$ cat config.mk
export PLATFORM = sky130hd
export DESIGN_NAME = data_mem_seq
export DESIGN_NICKNAME = d
export VERILOG_FILES = /design/src/rtl/data_mem_pkg.sv /design/src/rtl/data_mem_init_seq.sv /design/src/rtl/data_mem_seq.sv
export SDC_FILE = /design/constraint.sdc
export NUM_CORES = 2
export LEC_CHECK = 0
export CORE_ASPECT_RATIO = 1.1
export CORE_UTILIZATION = 48
export CTS_CLUSTER_SIZE = 40
export DETAILED_ROUTE_END_ITERATION = 10
export GPL_ROUTABILITY_DRIVEN = 0
export MAX_ROUTING_LAYER = met4
export PLACE_DENSITY = 0.66
export SYNTH_ARGS = -nofsm -noshare
export SYNTH_HDL_FRONTEND = slang
export SYNTH_HIERARCHICAL = 1
export SYNTH_SLANG_ARGS = --single-unit
$ cat constraint.sdc
create_clock -name Clk -period 4.3 [get_ports Clk]
set_clock_uncertainty 0.15 [all_clocks]
set_input_delay 1.075 -clock Clk [delete_from_list [all_inputs] [get_ports Clk]]
set_output_delay 1.075 -clock Clk [all_outputs]
set_load 0.005 [all_outputs]
$ cat src/rtl/data_mem_pkg.sv
// Shared types and default constants for the data memory with its hardware preload sequencer.
package data_mem_pkg;

    typedef enum logic {INIT = 1'b0, RUN = 1'b1} dm_state_t;

    localparam int         DM_W            = 8;
    localparam int         DM_A            = 8;
    localparam int         DM_PRELOAD_BASE = 128;
    localparam int         DM_SPACE_ADDR   = 255;
    localparam logic [7:0] DM_SPACE_VAL    = 8'h20;

endpackage

$ cat src/rtl/data_mem_init_seq.sv
// Post-reset preload walker: clears [PRELOAD_BASE, 2**A-1] and plants SPACE_VAL at SPACE_ADDR.
module data_mem_init_seq
    import data_mem_pkg::*;
#(
    parameter int             W            = DM_W,
    parameter int             A            = DM_A,
    parameter int             PRELOAD_BASE = DM_PRELOAD_BASE,
    parameter int             SPACE_ADDR   = DM_SPACE_ADDR,
    parameter logic [W-1:0]   SPACE_VAL    = W'(DM_SPACE_VAL)
) (
    input  logic              Clk,
    input  logic              Reset,
    output logic              InitWe,
    output logic [A-1:0]      InitAddr,
    output logic [W-1:0]      InitData,
    output logic              Busy,
    output dm_state_t         State
);

    // One spare MSB keeps the terminal compare at 2**A-1 from aliasing onto address 0.
    localparam logic [A:0] BASE_PTR  = PRELOAD_BASE[A:0];
    localparam logic [A:0] LAST_PTR  = {1'b0, {A{1'b1}}};
    localparam logic [A:0] SPACE_PTR = SPACE_ADDR[A:0];
    localparam logic [A:0] PTR_ONE   = {{A{1'b0}}, 1'b1};

    dm_state_t    state, state_next;
    logic [A:0]   init_ptr, ptr_next;

    always_ff @(posedge Clk) begin
        if (Reset) begin
            state    <= INIT;
            init_ptr <= BASE_PTR;
        end else begin
            state    <= state_next;
            init_ptr <= ptr_next;
        end
    end

    always_comb begin
        state_next = state;
        ptr_next   = init_ptr;
        InitWe     = 1'b0;
        InitAddr   = init_ptr[A-1:0];
        InitData   = '0;
        case (state)
            INIT: begin
                InitWe   = ~Reset;
                InitData = (init_ptr == SPACE_PTR) ? SPACE_VAL : '0;
                ptr_next = init_ptr + PTR_ONE;
                if (init_ptr == LAST_PTR)
                    state_next = RUN;
            end
            RUN: ;
            default: state_next = INIT;
        endcase
    end

    assign Busy  = Reset | (state == INIT);
    assign State = state;

endmodule

$ cat src/rtl/data_mem_seq.sv
// Single-write-port byte data memory with hardware preload and selectable read latency.
// Optional build macro DATAMEM_CONST_PROTECT_EN makes SPACE_ADDR read-only in RUN and raises Fault.
module data_mem_seq
    import data_mem_pkg::*;
#(
    parameter int             W            = DM_W,
    parameter int             A            = DM_A,
    parameter int             PRELOAD_BASE = DM_PRELOAD_BASE,
    parameter int             SPACE_ADDR   = DM_SPACE_ADDR,
    parameter logic [W-1:0]   SPACE_VAL    = W'(DM_SPACE_VAL),
    parameter int             READ_LAT     = 0
) (
    input  logic              Clk,
    input  logic              Reset,
    input  logic              WriteEn,
    input  logic              ReadEn,
    input  logic [A-1:0]      DataAddress,
    input  logic [W-1:0]      DataIn,
    output logic [W-1:0]      DataOut,
    output logic              ReadValid,
    output logic              Busy,
    output logic              Fault
);

    if (READ_LAT != 0 && READ_LAT != 1) begin : g_bad_lat
        $error("data_mem_seq: READ_LAT must be 0 or 1");
    end
    if (PRELOAD_BASE >= 2**A || SPACE_ADDR < PRELOAD_BASE || SPACE_ADDR > 2**A - 1) begin : g_bad_map
        $error("data_mem_seq: PRELOAD_BASE/SPACE_ADDR outside the address map");
    end

    logic [W-1:0] core [2**A];

    logic         init_we;
    logic [A-1:0] init_addr;
    logic [W-1:0] init_data;
    dm_state_t    unused_init_state;

    data_mem_init_seq #(
        .W            (W),
        .A            (A),
        .PRELOAD_BASE (PRELOAD_BASE),
        .SPACE_ADDR   (SPACE_ADDR),
        .SPACE_VAL    (SPACE_VAL)
    ) u_init_seq (
        .Clk      (Clk),
        .Reset    (Reset),
        .InitWe   (init_we),
        .InitAddr (init_addr),
        .InitData (init_data),
        .Busy     (Busy),
        .State    (unused_init_state)
    );

    logic         protect_hit;
    logic         user_we;
    logic         array_we;
    logic [A-1:0] array_addr;
    logic [W-1:0] array_data;

`ifdef DATAMEM_CONST_PROTECT_EN
    logic fault_q;

    assign protect_hit = (DataAddress == SPACE_ADDR[A-1:0]);

    always_ff @(posedge Clk) begin
        if (Reset)
            fault_q <= 1'b0;
        else if (WriteEn && !Busy && protect_hit)
            fault_q <= 1'b1;
    end

    assign Fault = fault_q;
`else
    assign protect_hit = 1'b0;
    assign Fault       = 1'b0;
`endif

    // Init and user writes are mutually exclusive: init only runs while Busy, user only when idle.
    assign user_we    = WriteEn & ~Busy & ~protect_hit;
    assign array_we   = init_we | user_we;
    assign array_addr = init_we ? init_addr : DataAddress;
    assign array_data = init_we ? init_data : DataIn;

    always_ff @(posedge Clk) begin
        if (array_we)
            core[array_addr] <= array_data;
    end

    if (READ_LAT == 1) begin : g_reg_read
        logic [W-1:0] dout_q;
        logic         rvalid_q;

        // Sampled at the same edge as any write, so a same-address read returns the old value.
        always_ff @(posedge Clk) begin
            if (Reset) begin
                dout_q   <= '0;
                rvalid_q <= 1'b0;
            end else begin
                rvalid_q <= ReadEn & ~Busy;
                if (ReadEn && !Busy)
                    dout_q <= core[DataAddress];
            end
        end

        assign DataOut   = dout_q;
        assign ReadValid = rvalid_q;
    end else begin : g_comb_read
        logic unused_read_en;

        assign unused_read_en = ReadEn;
        assign DataOut        = core[DataAddress];
        assign ReadValid      = ~Busy;
    end

endmodule

==> Word level (Yosys, flattened, before mapping) <==
Memory sizes are Yosys's and may differ from the RTL's.
Cells that the tools add are included.
{ "classes": {"add_sub_neg": 1, "eq_ne": 1, "bitwise": 6, "mux": 9} }
{ "ops": {"columns": ["operator", "n"], "rows": [
  ["$mux 8", 3],
  ["$add 9x1->9 const B", 1],
  ["$eq 9x8->1 const B", 1],
  ["$mux 6", 1],
  ["$mux 1", 5],
  ["$not 1->1", 3],
  ["$or 1x1->1", 2],
  ["$and 1x1->1", 1]
]} }
{ "word_totals": {"input_bits": 20, "word_cells": 20, "out_inout_bits": 11, "register_bits": 10, "ram_bits": 2048, "n_memories": 1} }
{ "mem_list": {"columns": ["memory", "words", "word_bits", "rd", "rd_clocked_by_memory_dff", "wr", "line", "source"], "rows": [
  ["core", 256, 8, 1, 0, 1, "data_mem_seq.sv:32", "logic [W-1:0] core [2**A];"]
]} }

==> Longest topological paths before layout <==
{ "depth": {"word_depth": 7, "depth_mapped": 11, "ltp_nobuf": 7} }

==> Modules after synthesis <==
Netlist, hierarchy kept.
{ "modules_own_cells": {"columns": ["module", "cells_per_inst", "n_inst", "seq_area_each_um2", "area_per_inst_um2"], "rows": [
  ["data_mem_seq", 3773, 1, 61499.0, 79852.8],
  ["data_mem_init_seq", 67, 1, 200.2, 565.5]
]} }

==> Worst setup path before layout <==
No wires, ideal clock.
{ "synth_timing": {"path_kind": "input to register", "startpoint": "input port Reset", "endpoint": "memory core[0][5] in the netlist's numbering (data pin)", "required_time_ns": 3.594, "setup_ns": 0.556, "slack_ns": -0.324, "path_buffers": 3, "arrival_ns": 3.918, "path_stages": 5, "path_cell_list": "clkbuf_1 -> nor2_1 -> buf_2 -> buf_2 -> mux2_2"} }
{ "synth_between": {"elab_chain_len": 3} }
{ "synth_lines": {"columns": ["item", "line", "source"], "rows": [
  ["start: declaration", "data_mem_seq.sv:14", "input logic Reset,"],
  ["$not 1->1", "data_mem_init_seq.sv:47", "InitWe = ~Reset;"],
  ["$mux 1", "data_mem_init_seq.sv:45", "case (state)"],
  ["via init_we", "data_mem_seq.sv:34", "logic init_we;"],
  ["$mux 8", "data_mem_seq.sv:83", "assign array_data = init_we ? init_data : DataIn;"],
  ["via array_data[5]", "data_mem_seq.sv:59", "logic [W-1:0] array_data;"],
  ["end: declaration", "data_mem_seq.sv:32", null]
]} }
The timed path passes the listed nets, and every way through them passes these cells.

==> Final worst setup path <==
{ "layout_timing": {"startpoint": "input port DataAddress[0]", "endpoint": "output port DataOut[0]"} }
{ "layout_between": {"elab_chain_len": 1} }
{ "layout_lines": {"columns": ["item", "line", "source"], "rows": [
  ["start: declaration", "data_mem_seq.sv:17", "input logic [A-1:0] DataAddress,"],
  ["$mem_v2 256x8", null, null],
  ["end: declaration", "data_mem_seq.sv:19", "output logic [W-1:0] DataOut,"]
]} }
No other way between the ends.

==> results.cfg <==
[power_and_ir_drop]
p_int_uw = 32980
ir_drop_v = 0.0004652
powerDensity_nw_per_um2 = 431.3
p_clk_share_pct = 40.2
pwr-share-comb_pct = 7.1
swShare_pct = 21.88
p_sw_uw = 9236
p_leak_uw = 0.03229
pwr-share-seq_pct = 52.7

[setup_path]
required_ns = 3.07
path_buf_inv = 5
path_cells = buf_16 -> buf_4 -> buf_16 -> buf_4 -> mux4_2 -> o22a_1 -> o211ai_1 -> a311oi_4 -> nor3_4 -> nor4_4 -> buf_2
cp-start-kind = primary input
end_kind = output port
critPathMaxStageDelay_ns = 0.46
cp.arrival_ns = 3.72
crit_slowest_cell = a311oi_4
cp_max_fo = 7
crit_type = in -> out
r2r_cells = 8
timing.rr.end = core[187][4]
crit_family = compound AO/OA/AOI/OAI gates
ff2ff_setup_slack_ns = 1.11
reg2reg_from = u_init_seq/State

[worst_hold_path]
min_path_type = reg -> reg
holdPathStages = 2
hold_end = u_init_seq/init_ptr[8]
hp-start = u_init_seq/init_ptr[8]

[status]
violations = negative setup slack
outcome = finished with violations

[clock_tree]
htreeDepth = 4
clock_path_buffers = 3
cts.sinks = 2058
ctsHoldBuffers = 0
cts_tree = yes
cts_buffers = 194
clkLatencyLatePin_ns = 0.84
clk_pin_slew_ns = 0.06
cts-root-buf = clkbuf_16

[global_routing]
antenna_found_initial = 3
grt_max_degree = 114
grt_overflow_total = 0
grt_first_pass_wirelength_um = 305600
grt_usage_pct = 26.18
grt_pass1_vias = 42701

[die]
start_util_pct = 48.33
coreArea_um2 = 166400
die_w_um = 392.3
ios = 31
rows = 157
die-area_um2 = 169200
die_h_um = 431.3

[sta]
post-route-period-util_pct = 115.0
tightestPinTransition_ns = 0.8732
rsz0062_at_grt = yes
max_freq_mhz = 202.2
fin_crit_ns = 4.946
timing.hold.ws_ns = 0.3743
drv_slew = 0
hold_violations = 0
fin_tns_setup_ns = -4.512
worst_slack_ns = -0.6455
slew_headroom_pct = 41.78
setup_violations = 8

[yosys]
async_reset_ff_share_pct = 0
ys_seq_area_share_pct = 76.72
syn_avg_cell_area_um2 = 20.94
ys_warn_count = 6
synth-edff-count = 2048
syn_area_um2 = 80420
synth_cell_types = 67
synthFlopType = edfxtp_1
syn_inst = 3840
synth-seq-cells = 2058

[drt]
drc = 0
drtIter0Drc = 5619
detail_route.wirelength_um = 213100
vias_per_cell = 6.043
vias = 43064
avgRoutedWirePerCell_um = 29.90
firstDrtPassIters = 7
ant_nets = 0

[layout]
final_layout_size_suffix_gt1_share_pct = 36.90
fin_area_um2 = 97900
fin_cells = 7126
fin_nets = 4755
area_growth_pct = 21.74

[place]
portBuffers = 28
placed_cell_area_um2 = 89270
dp_hpwl_um = 138200
dp.cells = 6686

[job]
drv_cap = 0
layout make-up:
type / instances / area [um^2]
Inverter: 9 / 37.54
Fill cell: 11797 / 68480
Tap cell: 2226 / 2785
Timing Repair Buffer: 940 / 8727
Antenna cell: 3 / 7.507
Clock inverter: 130 / 1295
Sequential cell: 2058 / 61700
Clock buffer: 230 / 4990
Multi-Input combinational cell: 1530 / 18360
metrics by stage:
stage | power [uW] | worst slack (ns) | utilization (%)
after CTS | 42330 | -0.5955 | 58.63
after detailed placement | 25370 | -1.800 | 53.65
after global routing | 43210 | -0.6408 | 58.84
after floorplan | 24040 | -0.2021 | -
final | 42220 | -0.6455 | 58.84
after global placement | 25330 | -1.833 | 53.65
tightest hold or removal path, delay by kind of cell (launching register included):
family,cells,cell delay (ns)
AOI/OAI and AO/OA,1,0.06
DFF,1,0.32
and+or+nand+nor,1,0.09
layer usage:
| layer | vias up | wire, um | GRT usage, % |
|---|---|---|---|
| met4 | 0 | 7174 | 8.754 |
| met2 | 2319 | 102700 | 39.95 |
| li1 | 17852 | - | - |
| met1 | 22527 | 82630 | 35.80 |
| met5 | - | 0 | - |
| met3 | 366 | 20560 | 4.787 |
worst max-delay path by stage:
stage / cells past startpoint / startpoint / slack, ns / end
after floorplan: 5 / Reset / -0.20 / core[0][0]
after global placement: 11 / DataAddress[0] / -1.83 / DataOut[4]
after detailed placement: 11 / DataAddress[0] / -1.80 / DataOut[4]
after CTS: 14 / DataAddress[0] / -0.60 / DataOut[3]
after global routing: 14 / DataAddress[0] / -0.64 / DataOut[3]
final: 11 / DataAddress[0] / -0.65 / DataOut[0]
cell families after synthesis:
logic type	count (synthesis)	synth area share, %
other cells	2	0.009339
simple gates	476	2.594
compound gates	434	3.845
flops	2058	76.72
fa+ha+maj	2	0.03111
mux	606	14.63
xor+xnor	4	0.04357
buf+inv	258	2.130
synthesized netlist by cell type, drive strengths merged (15+ instances only):
cell	number	area share, %
nor3	21	0.14
edfxtp	2048	76
nor2	289	1.4
clkbuf	113	0.53
mux2i	152	1.9
o22ai	51	0.40
nand2	59	0.28
a21oi	108	0.67
o221ai	31	0.35
mux4	443	13
nand2b	15	0.12
a22oi	158	1.5
nor4	23	0.19
buf	136	1.6
nand3	29	0.19
power by group through the flow:
stage	logic [uW]	registers, uW	clock network [uW]
4_1_cts	2960	22200	17100
3_3_place_gp	2670	22700	0
2_1_floorplan	1330	22700	0
5_1_grt	3130	22200	17900
6_report	3020	22200	17000
3_5_place_dp	2700	22700	0
state kept, by name, indices dropped and copies added (netlist names):
| signal | cells |
|---|---|
| u_init_seq/init_ptr | 9 |
| u_init_seq/State | 1 |
| core | 2048 |
cells in the final DEF (no fill, tap or decap), types with 8 or more instances in the layout:
| cell | instances |
|---|---|
| a22oi_1 | 123 |
| bufinv_16 | 20 |
| clkbuf_1 | 36 |
| nand3_1 | 27 |
| clkbuf_16 | 194 |
| o22ai_1 | 43 |
| clkinvlp_4 | 9 |
| o221ai_2 | 16 |
| clkdlybuf4s50_1 | 12 |
| nand2b_1 | 15 |
| o21ai_0 | 8 |
| buf_4 | 769 |
| buf_16 | 11 |
| mux2i_1 | 146 |
| conb_1 | 8 |
| mux2_8 | 8 |
| inv_1 | 8 |
| buf_12 | 87 |
| mux4_1 | 30 |
| nor3_4 | 10 |
| nor2_1 | 284 |
| buf_6 | 38 |
| a21oi_1 | 82 |
| clkinv_1 | 51 |
| nand2_1 | 56 |
| edfxtp_1 | 2048 |
| o221ai_1 | 15 |
| a21oi_2 | 25 |
| a22oi_2 | 35 |
| clkinv_2 | 33 |
| mux4_2 | 413 |
| nor4_4 | 20 |
| dfxtp_1 | 10 |
repair_timing:
| item | in CTS | in global routing |
|---|---|---|
| pin swaps | 74 | 47 |
| resized for setup | 271 | 53 |
| gates cloned | 9 | 0 |
| setup buffers | 74 | 12 |
| endpoints found under the setup margin | 8 | 8 |
Note: power is estimated with default switching activity, not from simulation.
